===== config.mk =====
export PLATFORM = sky130hd
export DESIGN_NAME = cam_update_all_loader
export DESIGN_NICKNAME = d
export VERILOG_FILES = /design/src/rtl/cam_update_all_loader.sv
export SDC_FILE = /design/constraint.sdc
export NUM_CORES = 2
export LEC_CHECK = 0
export CAP_MARGIN = 20
export CORE_MARGIN = 4
export CORE_UTILIZATION = 40
export CTS_CLUSTER_SIZE = 14
export DETAILED_ROUTE_END_ITERATION = 7
export HOLD_SLACK_MARGIN = 0.15
export PLACE_DENSITY = 0.68
export SKIP_CTS_REPAIR_TIMING = 1
export SLEW_MARGIN = 20
export SYNTH_ARGS = -nofsm -noshare
export SYNTH_HDL_FRONTEND = slang
export SYNTH_SLANG_ARGS = --single-unit
export TNS_END_PERCENT = 10

===== constraint.sdc =====
create_clock -name clk -period 4.5 [get_ports clk]
set_clock_uncertainty 0.05 [all_clocks]
set_input_delay 0.675 -clock clk [delete_from_list [all_inputs] [get_ports clk]]
set_output_delay 0.675 -clock clk [all_outputs]
set_load 0.05 [all_outputs]

===== src/rtl/cam_update_all_loader.sv =====
// UPDATE_ALL loader: takes packed entry beats after the command word, unpacks
// them and writes one CAM entry per cycle from address 0 upward, then signals completion.
module cam_update_all_loader #(
    parameter int C_DATA_WIDTH  = 512,
    parameter int OP_CODE_WIDTH = 3,
    parameter int ENTRY_WIDTH   = 64,
    parameter int CAM_DEPTH     = 1024,
    parameter int ADDR_WIDTH    = $clog2(CAM_DEPTH)
) (
    input  logic                     clk,
    input  logic                     rst_n,
    input  logic [OP_CODE_WIDTH-1:0] state,
    input  logic [31:0]              update_num,
    input  logic [C_DATA_WIDTH-1:0]  s_tdata,
    input  logic                     s_tvalid,
    output logic                     s_tready,
    output logic                     wr_en,
    output logic [ADDR_WIDTH-1:0]    wr_addr,
    output logic [ENTRY_WIDTH-1:0]   wr_data,
    output logic                     update_all_end,
    output logic                     overflow,
    output logic [31:0]              entries_written
);
    localparam int EPB    = C_DATA_WIDTH / ENTRY_WIDTH;
    localparam int SLOT_W = $clog2(EPB + 1);

    typedef enum logic [1:0] {L_IDLE, L_LOAD, L_WRITE, L_DONE} lstate_e;

    lstate_e                 lstate_q, lstate_d;
    logic                    state1_prev_q;
    logic                    in_upd, trigger;
    logic [31:0]             remaining_q, remaining_d;
    logic [ADDR_WIDTH-1:0]   addr_q, addr_d;
    logic [SLOT_W-1:0]       slot_q, slot_d;
    logic [SLOT_W-1:0]       beat_cnt_q, beat_cnt_d;
    logic [C_DATA_WIDTH-1:0] buf_q, buf_d;
    logic [31:0]             entries_written_q, entries_written_d;
    logic                    overflow_q, overflow_d;
    logic                    s_tready_q, s_tready_d;
    logic                    wr_en_q, wr_en_d;
    logic [ADDR_WIDTH-1:0]   wr_addr_q, wr_addr_d;
    logic [ENTRY_WIDTH-1:0]  wr_data_q, wr_data_d;
    logic                    end_q, end_d;

    assign in_upd  = (state == OP_CODE_WIDTH'(1));
    assign trigger = in_upd && !state1_prev_q;

    always_ff @(posedge clk or negedge rst_n) begin
        if (!rst_n) begin
            lstate_q          <= L_IDLE;
            state1_prev_q     <= 1'b0;
            remaining_q       <= '0;
            addr_q            <= '0;
            slot_q            <= '0;
            beat_cnt_q        <= '0;
            buf_q             <= '0;
            entries_written_q <= '0;
            overflow_q        <= 1'b0;
            s_tready_q        <= 1'b0;
            wr_en_q           <= 1'b0;
            wr_addr_q         <= '0;
            wr_data_q         <= '0;
            end_q             <= 1'b0;
        end else begin
            lstate_q          <= lstate_d;
            state1_prev_q     <= in_upd;
            remaining_q       <= remaining_d;
            addr_q            <= addr_d;
            slot_q            <= slot_d;
            beat_cnt_q        <= beat_cnt_d;
            buf_q             <= buf_d;
            entries_written_q <= entries_written_d;
            overflow_q        <= overflow_d;
            s_tready_q        <= s_tready_d;
            wr_en_q           <= wr_en_d;
            wr_addr_q         <= wr_addr_d;
            wr_data_q         <= wr_data_d;
            end_q             <= end_d;
        end
    end

    always_comb begin
        lstate_d          = lstate_q;
        remaining_d       = remaining_q;
        addr_d            = addr_q;
        slot_d            = slot_q;
        beat_cnt_d        = beat_cnt_q;
        buf_d             = buf_q;
        entries_written_d = entries_written_q;
        overflow_d        = overflow_q;
        unique case (lstate_q)
            L_IDLE: begin
                if (trigger) begin
                    // Clamp keeps the write address inside the array, so it never wraps.
                    remaining_d       = (update_num > 32'(CAM_DEPTH)) ? 32'(CAM_DEPTH) : update_num;
                    overflow_d        = (update_num > 32'(CAM_DEPTH));
                    entries_written_d = '0;
                    addr_d            = '0;
                    lstate_d          = (update_num == 32'd0) ? L_DONE : L_LOAD;
                end
            end
            L_LOAD: begin
                if (!in_upd) begin
                    lstate_d = L_IDLE;
                end else if (s_tvalid && s_tready_q) begin
                    buf_d      = s_tdata;
                    beat_cnt_d = (remaining_q < 32'(EPB)) ? remaining_q[SLOT_W-1:0] : SLOT_W'(EPB);
                    slot_d     = '0;
                    lstate_d   = L_WRITE;
                end
            end
            L_WRITE: begin
                // The write presented this cycle completes even if an abort is seen.
                addr_d            = addr_q + ADDR_WIDTH'(1);
                slot_d            = slot_q + SLOT_W'(1);
                remaining_d       = remaining_q - 32'd1;
                entries_written_d = entries_written_q + 32'd1;
                if (!in_upd)
                    lstate_d = L_IDLE;
                else if (slot_d == beat_cnt_q)
                    lstate_d = (remaining_d == 32'd0) ? L_DONE : L_LOAD;
            end
            L_DONE:  lstate_d = L_IDLE;
            default: lstate_d = L_IDLE;
        endcase
    end

    // Outputs are registered from the next state so they line up with the state they belong to.
    always_comb begin
        s_tready_d = (lstate_d == L_LOAD);
        wr_en_d    = (lstate_d == L_WRITE);
        end_d      = (lstate_d == L_DONE);
        wr_addr_d  = wr_en_d ? addr_d : '0;
        wr_data_d  = wr_en_d ? buf_d[slot_d*ENTRY_WIDTH +: ENTRY_WIDTH] : '0;
    end

    assign s_tready        = s_tready_q;
    assign wr_en           = wr_en_q;
    assign wr_addr         = wr_addr_q;
    assign wr_data         = wr_data_q;
    assign update_all_end  = end_q;
    assign overflow        = overflow_q;
    assign entries_written = entries_written_q;
endmodule


==> key figures <==
Global route
  – Largest net degree at the start of global routing: 102
  – Remaining global-route overflow: 0
  – Total track usage: a little under a third
  – Initial antenna violation count: 33
  – Vias in the first global route: between 20000 and 30000
  – First-pass GRT wire length: ~180000 microns

Setup path
  – Critical path peak fanout: 11
  – CP Class: flop to flop
  – CP bufs+invs: 1
  – Crit-path max cell delay: 600 ps
  – Worst setup SP type: flop
  – Cell Chain, Critical Path: inv_1 > ha_1 > nor4b_1 > nand4_1 > o31a_1 > o2111ai_1 > nor4b_4 > o21ai_2 > nor2b_1
  – Reg-to-reg slack, setup: ~830 ps
  – Critical path data arrival time: ~4000 ps
  – RR Endpoint: wr_addr[9]
  – Worst endpoint required time: 4920 ps
  – Crit-path leading delay family: compound AO/OA/AOI/OAI gates
  – Worst setup EP type: flop
  – Reg2reg path depth: 9
  – Slowest-stage cell, CP: nor4b_1
  – R2R Path Start: remaining_q[1]

Timing
  – Tmin final: roughly 3700 ps
  – Setup-failing EPs final: 0
  – Final Hold Fails: 0
  – Slew HR: between 30% and 40%
  – Worst hold slack: slightly above 400 ps
  – Unrepaired setup endpoints after global routing: no
  – Post-route setup TNS: 0 ps
  – Final period utilization: about 82%
  – Max-slew violation count: 0
  – Fmax: 272.6 MHz
  – Worst Max-Slew Pin Slew: ~950 ps

Clock network
  – CTS tree: done
  – Clk slew on worst S/H paths: ~60 ps
  – Num Clock Sinks: 675
  – Max clock buf depth: 3
  – Worst-skew pair later-pin latency: between 600 and 700 ps
  – Inserted Clock Buffers: 77
  – H-tree levels: 3
  – Clock Tree Root: clkbuf_16

Synthesis
  – Post-synth EDFFs: 0
  – Ranking of synthesized cells by area: dfrtp_1, nand2_1, mux2_2
  – Mean area per synthesized cell: 9.810 sq um
  – Syn Nets: between 3000 and 4000
  – Most used flip-flop cell after synthesis: dfrtp_1
  – Top cell type's share of synthesized area: roughly 54%
  – Yosys reg bits: ~680
  – Mapped Area: just over 30000 sq um
  – Commonest cells in the netlist: nand2_1, dfrtp_1, nor2_1
  – Post-synth top area cell: dfrtp_1
  – Register area share after synthesis: 54.39%
  – Yosys warns: 0
  – Mapped Cells: roughly 3200
  – Async S/R FF share, synth: 100.0%
  – Distinct cells, synth: a little over 70
  – Count leader, synth: nand2_1

Floorplan
  – Number of placed I/O pins: 660
  – Cell Rows: just over 100
  – Initial core utilization: around two fifths
  – Core area: between 70000 and 80000 sq um
  – Die area: approximately 80000 sq um
  – Die width: 286.6 microns
  – Die Ht: 286.6 microns

Route
  – Post-DRT Antenna Nets: 0
  – Total number of vias: roughly 27000
  – Vias per inst: 5.569
  – WL/cell: around 26 microns
  – DR pass1 iterations: 6
  – Drt initial violations: ~2700
  – Total routed wirelength: between 100000 and 150000 microns
  – Residual DRC: 0

Placed design
  – Buffers on Ports: 659
  – Post-Place Cell Area: slightly below 40000 sq um
  – Final GP Congestion: a little over 0.9
  – DP Wirelength: 96160 microns

Layout
  – Post-route cell area: around 42000 sq um
  – # fillers: roughly 6700
  – Area occupied by multi-input gates: between 10000 and 15000 sq um
  – Area delta synth->final: 34.54%
  – Layout Nets: roughly 4300
  – Register Area: between 15000 and 20000 sq um
  – Layout cells sized above 1: roughly 11%
  – Post-Route Utilization: between 50% and 60%

Min path
  – Worst Hold Class: flop to flop
  – HP Start: buf_q[400]
  – End of the worst hold path: buf_q[400]
  – Cells on Worst Hold Path: 2

Job
  – Max-Cap Viols: 0

Power
  – Pwr dens: 473.3 nW/um^2
  – Peak VDD IR: between 0.2 and 0.3 mV
  – Leak Pwr: slightly above 20 nW

Run status
  – Outcome: finished, final reports clean
## cells in the final DEF (no fill, tap or decap), types with 57 or more instances in the layout
master and instances:
clkbuf_16 78, mux2_2 193, clkdlybuf4s50_1 658, a311o_1 128
buf_4 57, nor2_1 196, mux2i_1 71, o211a_1 65
o211ai_1 67, a21oi_1 144, nand2_1 1026, o21ai_0 90
dfrtp_1 675
## metal layers
layer | vias to the layer above | track usage [%] | wire length (microns)
met4 | 6 | 12.22 | 5445
met1 | 13570 | 39.24 | 50240
met5 | - | 0 | 38
met2 | 1275 | 48.88 | 60410
met3 | 205 | 7.895 | 11630
li1 | 12150 | - | -
## worst reg2reg max path: cells and delay by family (launching register included)
kind	cells	cell delay (ps)
AO/OA/AOI/OAI	3	1360
adder cells (fa/ha/maj)	1	330
buffers and inverters	1	170
flip-flops	1	500
AND/OR/NAND/NOR	4	1120
## stage by stage
step	setup slack, ps	power, W	cells
6_report	831.7	0.01978	4885
5_1_grt	693.2	0.02074	4880
4_1_cts	889.2	0.01983	4856
3_5_place_dp	547.4	0.01338	4720
3_3_place_gp	532.2	0.01326	4720
2_1_floorplan	1720	0.01106	3166
## how the worst max path moves through the flow
stage / startpoint / to / slack [ps] / cells past startpoint
floorplan: state[1] / wr_data[39] / 1720 / 10
global placement: state[2] / wr_data[26] / 530 / 11
detailed placement: state[1] / wr_data[43] / 550 / 11
CTS: remaining_q[1] / wr_addr[9] / 890 / 9
global route: remaining_q[1] / wr_addr[9] / 690 / 9
finish: remaining_q[1] / wr_addr[9] / 830 / 9
## cell families (layout without fill, tap and decap cells)
kind of cell,Yosys count,count (layout),synth area share (%)
buffers and inverters,243,904,3.271
adder cells (fa/ha/maj),8,8,0.3223
multiplexers,265,265,9.318
AND/OR/NAND/NOR,1375,1375,18.09
flip-flops,675,675,54.39
XOR/XNOR,43,43,1.261
other,0,28,0
AO/OA/AOI/OAI,557,557,13.35
## power by group
part           total, W  internal [W]  switching (W)
combinational   0.00534       0.00208        0.00327
clock           0.00643       0.00374        0.00269
sequential      0.00800       0.00753       0.000469
## state kept, by name (all words and copies together), names as in the netlist
name	cells
buf_q	512
remaining_q	32
wr_addr	10
wr_data	64
lstate_q	2
slot_q	4
wr_en	1
addr_q	10
overflow	1
entries_written	32
s_tready	1
state1_prev_q	1
beat_cnt_q	4
update_all_end	1
## final cells by class
cell class | instances | area share [%]
multi-input cells | 2248 | 31.61
clock inverters | 17 | 0.6528
well taps | 1030 | 3.084
diodes | 28 | 0.1677
clock buffers | 119 | 5.519
inverters | 20 | 0.2096
flip-flops and latches | 675 | 40.42
repair buffers | 748 | 18.33
Note: power is estimated with default switching activity, not from simulation.
